## config.mk

```make
export PLATFORM = sky130hd
export DESIGN_NAME = mem_sync_responder
export DESIGN_NICKNAME = d
export VERILOG_FILES = /design/src/rtl/mem_sync_responder.sv
export SDC_FILE = /design/constraint.sdc
export NUM_CORES = 1
export LEC_CHECK = 0
export CAP_MARGIN = 5
export CORE_UTILIZATION = 38
export CTS_CLUSTER_DIAMETER = 40
export CTS_CLUSTER_SIZE = 14
export DETAILED_ROUTE_END_ITERATION = 16
export PLACE_DENSITY = 0.79
export RECOVER_POWER = 100
export REMOVE_ABC_BUFFERS = 1
export SYNTH_ARGS = -nofsm -noshare
export SYNTH_HDL_FRONTEND = slang
export SYNTH_SLANG_ARGS = --single-unit
export TNS_END_PERCENT = 10
```

## constraint.sdc

```tcl
create_clock -name clk -period 1.6 [get_ports clk]
set_input_delay 0.32 -clock clk [delete_from_list [all_inputs] [get_ports clk]]
set_output_delay 0.32 -clock clk [all_outputs]
set_load 0.03 [all_outputs]
```

## src/rtl/mem_sync_responder.sv

```systemverilog
// Row-transfer engine behind the MEMSync tag table: moves one row between the
// cache channel array and backing memory beat by beat, then pulses sync.
module mem_sync_responder #(
    parameter int CHWIDTH   = 6,
    parameter int ADDRWIDTH = 17,
    parameter int BEATS     = 8,
    parameter int BWIDTH    = $clog2(BEATS)
) (
    input  logic                 clk,
    input  logic                 rst,
    input  logic                 wb_req,
    input  logic                 alloc_req,
    input  logic [CHWIDTH-1:0]   cRowId,
    input  logic [ADDRWIDTH-1:0] RowId,
    input  logic [ADDRWIDTH-1:0] victimRowId,
    input  logic                 mem_rdy,
    output logic                 sync,
    output logic                 busy,
    output logic                 mem_rd_en,
    output logic                 mem_wr_en,
    output logic                 cache_rd_en,
    output logic                 cache_wr_en,
    output logic [ADDRWIDTH-1:0] mem_row,
    output logic [CHWIDTH-1:0]   cache_row,
    output logic [BWIDTH-1:0]    beat
);

    typedef enum logic [2:0] {
        IDLE,
        WB,
        ALLOC,
        DONE,
        HOLD
    } state_t;

    localparam logic [BWIDTH-1:0] LAST_BEAT = BWIDTH'(BEATS - 1);

    state_t state;
    state_t state_nxt;
    logic   last_beat;

    assign last_beat = (beat == LAST_BEAT);

    always_ff @(posedge clk) begin
        if (!rst) begin
            state     <= IDLE;
            beat      <= '0;
            mem_row   <= '0;
            cache_row <= '0;
        end else begin
            state <= state_nxt;
            case (state)
                IDLE: begin
                    // Writeback has priority: the dirty victim must leave before the fill.
                    if (wb_req) begin
                        cache_row <= cRowId;
                        mem_row   <= victimRowId;
                        beat      <= '0;
                    end else if (alloc_req) begin
                        cache_row <= cRowId;
                        mem_row   <= RowId;
                        beat      <= '0;
                    end
                end
                WB, ALLOC: begin
                    if (mem_rdy) begin
                        beat <= last_beat ? '0 : beat + BWIDTH'(1);
                    end
                end
                default: ;
            endcase
        end
    end

    always_comb begin
        state_nxt   = state;
        sync        = 1'b0;
        busy        = 1'b0;
        mem_rd_en   = 1'b0;
        mem_wr_en   = 1'b0;
        cache_rd_en = 1'b0;
        cache_wr_en = 1'b0;
        case (state)
            IDLE: begin
                if (wb_req) begin
                    state_nxt = WB;
                end else if (alloc_req) begin
                    state_nxt = ALLOC;
                end
            end
            WB: begin
                busy        = 1'b1;
                cache_rd_en = mem_rdy;
                mem_wr_en   = mem_rdy;
                if (mem_rdy && last_beat) begin
                    state_nxt = DONE;
                end
            end
            ALLOC: begin
                busy        = 1'b1;
                mem_rd_en   = mem_rdy;
                cache_wr_en = mem_rdy;
                if (mem_rdy && last_beat) begin
                    state_nxt = DONE;
                end
            end
            DONE: begin
                sync      = 1'b1;
                busy      = 1'b1;
                state_nxt = HOLD;
            end
            HOLD: begin
                // Requests still high here are stale while MEMSync updates its state.
                state_nxt = IDLE;
            end
            default: begin
                state_nxt = IDLE;
            end
        endcase
    end

endmodule
```

==> results_dict.tcl <==
set metrics [dict create \
    status "finished clean" \
    final_nets 278 \
    whs_ps 477 \
    die_h_um 64.7 \
    p_leak_nw 1.01 \
    layout_common_cells "44 x clkdlybuf4s50_1, 26 x dfxtp_1, 24 x a21oi_1" \
    grt_pass1_vias 1337 \
    synth_cells 151 \
    critPathKind "input pin to primary output" \
    swShare_pct 33.6 \
    dpl.hpwl_um 2750 \
    cp_data_arrival_time_ps 1250 \
    htree_levels 2 \
    synth.area.top_cells "dfxtp_1 39%, mux2i_1 13%, a211oi_2 8.4%" \
    die-area_sq_mm 0.00418 \
    synth-seq-cells 29 \
    worstMarginPinSlew_ps 418 \
    max_freq_mhz 637 \
    instances_no_fill 280 \
    num_antenna_cells 0 \
    clock-sinks 29 \
    clkSlewWorstSetupHoldPaths_ps 60 \
    routed_wl_um 3800 \
    p_switching_uw 866 \
    finalHoldViolCount 0 \
    cellPowerDensity_mw_per_mm2 1110 \
    dr_total_vias 1451 \
    synth-async-reset-ratio_pct 0 \
    clockRootBuffer "clkbuf_8" \
    layout-area-overhead-vs-synth_pct 56.3 \
    boundaryPins 77 \
    regArea_sq_um 584 \
    hold_path_class "register to register" \
    rows 22 \
    avgRoutedWirePerCell_um 13.6 \
    period_needed_ps 1570 \
    skew_ps 3.60 \
    synthesis.area_sq_mm 0.00149 \
    multi_input_area_sq_um 801 \
    vdd_ir_drop_max_mv 0.548 \
    clock_latency_ps 270 \
    slew_violations 0 \
    antenna_found_initial 0 \
    core-area_sq_mm 0.00372 \
    clkPwrFrac_pct 30.1 \
    die_w_um 64.7 \
    port_buffers 76 \
    yosys.area.top_type "dfxtp_1" \
    yosysUniqueCellTypes 32 \
    cp.required_ps 1280 \
    max_cap_violations 0 \
    grt_max_degree 20 \
    pwr-share-seq_pct 34.3 \
    synth_flop_cell "dfxtp_1" \
    finalSetupViolations 0 \
    p_int_mw 1.71 \
    total_power_mw 2.58 \
    clockBufferDepth 2 \
    yosys_warnings 0 \
    placed_cells 272 \
    gp_congestion 0.876 \
    period_share_pct 98.1 \
    synth_top_area_share_pct 38.9 \
    antenna_left 0 \
    synth_edf_count 0 \
    via_per_inst 5.18 \
    avgSynthCellArea_sq_um 9.88 \
    grt_pass1_wl_um 5950 \
    cp-start-kind "input pin" \
    drive_gt1_share_pct 18.1 \
    path_max_fanout 5 \
    rsz0062_at_grt "false" \
    postCtsHoldBufs 0 \
    maxSlewHeadroom_pct 72.1 \
    drc_errors 0 \
    drt_iter0_drc 54 \
    pwr-share-comb_pct 35.6 \
    cts_tree "done" \
    firstDrtPassIters 4 \
    cts_inserted_buffers 5 \
    nFillCells 331 \
    initial_core_util_pct 40.1 \
    cp-end-kind "primary output" \
    ys_seq_area_share_pct 38.9 \
    grtUsageTotal_pct 19.0 \
    mostFrequentLayoutCell "clkdlybuf4s50_1" \
    gr-total-overflow 0 \
]
==> cells by family (layout without fill, tap and decap cells) <==
group	after synthesis	after routing	share of synthesized area [%]
AO/OA/AOI/OAI	55	55	27.7
flip-flops	29	29	38.9
AND/OR/NAND/NOR	29	29	11.1
multiplexers	19	19	12.8
buffers and inverters	16	97	6.79
adder cells (fa/ha/maj)	2	2	1.68
XOR/XNOR	1	1	1.09
==> synth_stat cells, types with 2 or more instances <==
cell	count
buf_6	3
nand3_1	8
a32o_2	2
a21oi_1	24
o21ai_0	6
clkbuf_1	3
mux2i_1	19
buf_4	4
a211oi_2	10
nor2_1	5
nand2_1	5
dfxtp_1	29
inv_1	3
and2_1	2
buf_2	3
nand4_1	2
ha_1	2
a211oi_1	7
==> layout make-up <==
| class | count | share of cell area, % |
|---|---|---|
| clock inverters | 1 | 1.29 |
| clock buffers | 7 | 3.70 |
| repair buffers | 86 | 32.5 |
| multi-input cells | 106 | 34.4 |
| well taps | 48 | 2.58 |
| inverters | 3 | 0.483 |
| flip-flops and latches | 29 | 25.1 |
==> sequential cells by signal (all words and copies together) (netlist names) <==
name       count
mem_row       17
cache_row      6
state          3
beat           3
==> power by group through the flow <==
stage	logic [mW]	clock network, mW	registers, mW
floorplan	0.382	0	1.07
global placement	0.994	0	0.898
detailed placement	1.01	0	0.899
CTS	0.968	0.791	0.883
global route	0.982	0.826	0.896
finish	0.918	0.776	0.885
==> layer usage <==
layer	GRT usage, %	vias up	routed length (um)
met5	0	-	0
met1	22.3	666	1680
met3	7.22	2	301
met4	5.00	0	18
li1	-	721	-
met2	32.1	62	1800
==> repair_timing <==
item                       CTS  global route
setup buffers                0             0
setup endpoints to repair   20            14
resized for setup           20            10
==> worst max-delay path, cell delays in order <==
cell and delay [ps]:
clkdlybuf4s50_1 550, and3_1 210, buf_4 170
==> stage by stage <==
stage / area [sq um] / setup slack, ps / setup TNS [ps] / utilization [%]
finish: 2330 / 29.9 / 0 / 62.7
global route: 2330 / 10.3 / 0 / 62.7
CTS: 2390 / 0.116 / 0 / 64.4
detailed placement: 2290 / -102 / -1190 / 61.8
global placement: 2290 / -75.9 / -691 / 61.8
floorplan: 1400 / -214 / -427 / -
==> worst paths after layout <==
check / startpoint / slack, ps / cells after the start / endpoint
hold / removal: beat[1] / 480 / 2 / beat[1]
hold reg to reg: beat[1] / 480 / 2 / beat[1]
setup reg to reg: state[2] / 260 / 3 / mem_row[5]
setup / recovery: mem_rdy / 30 / 3 / mem_rd_en
Power figures use the tool's default switching activity.
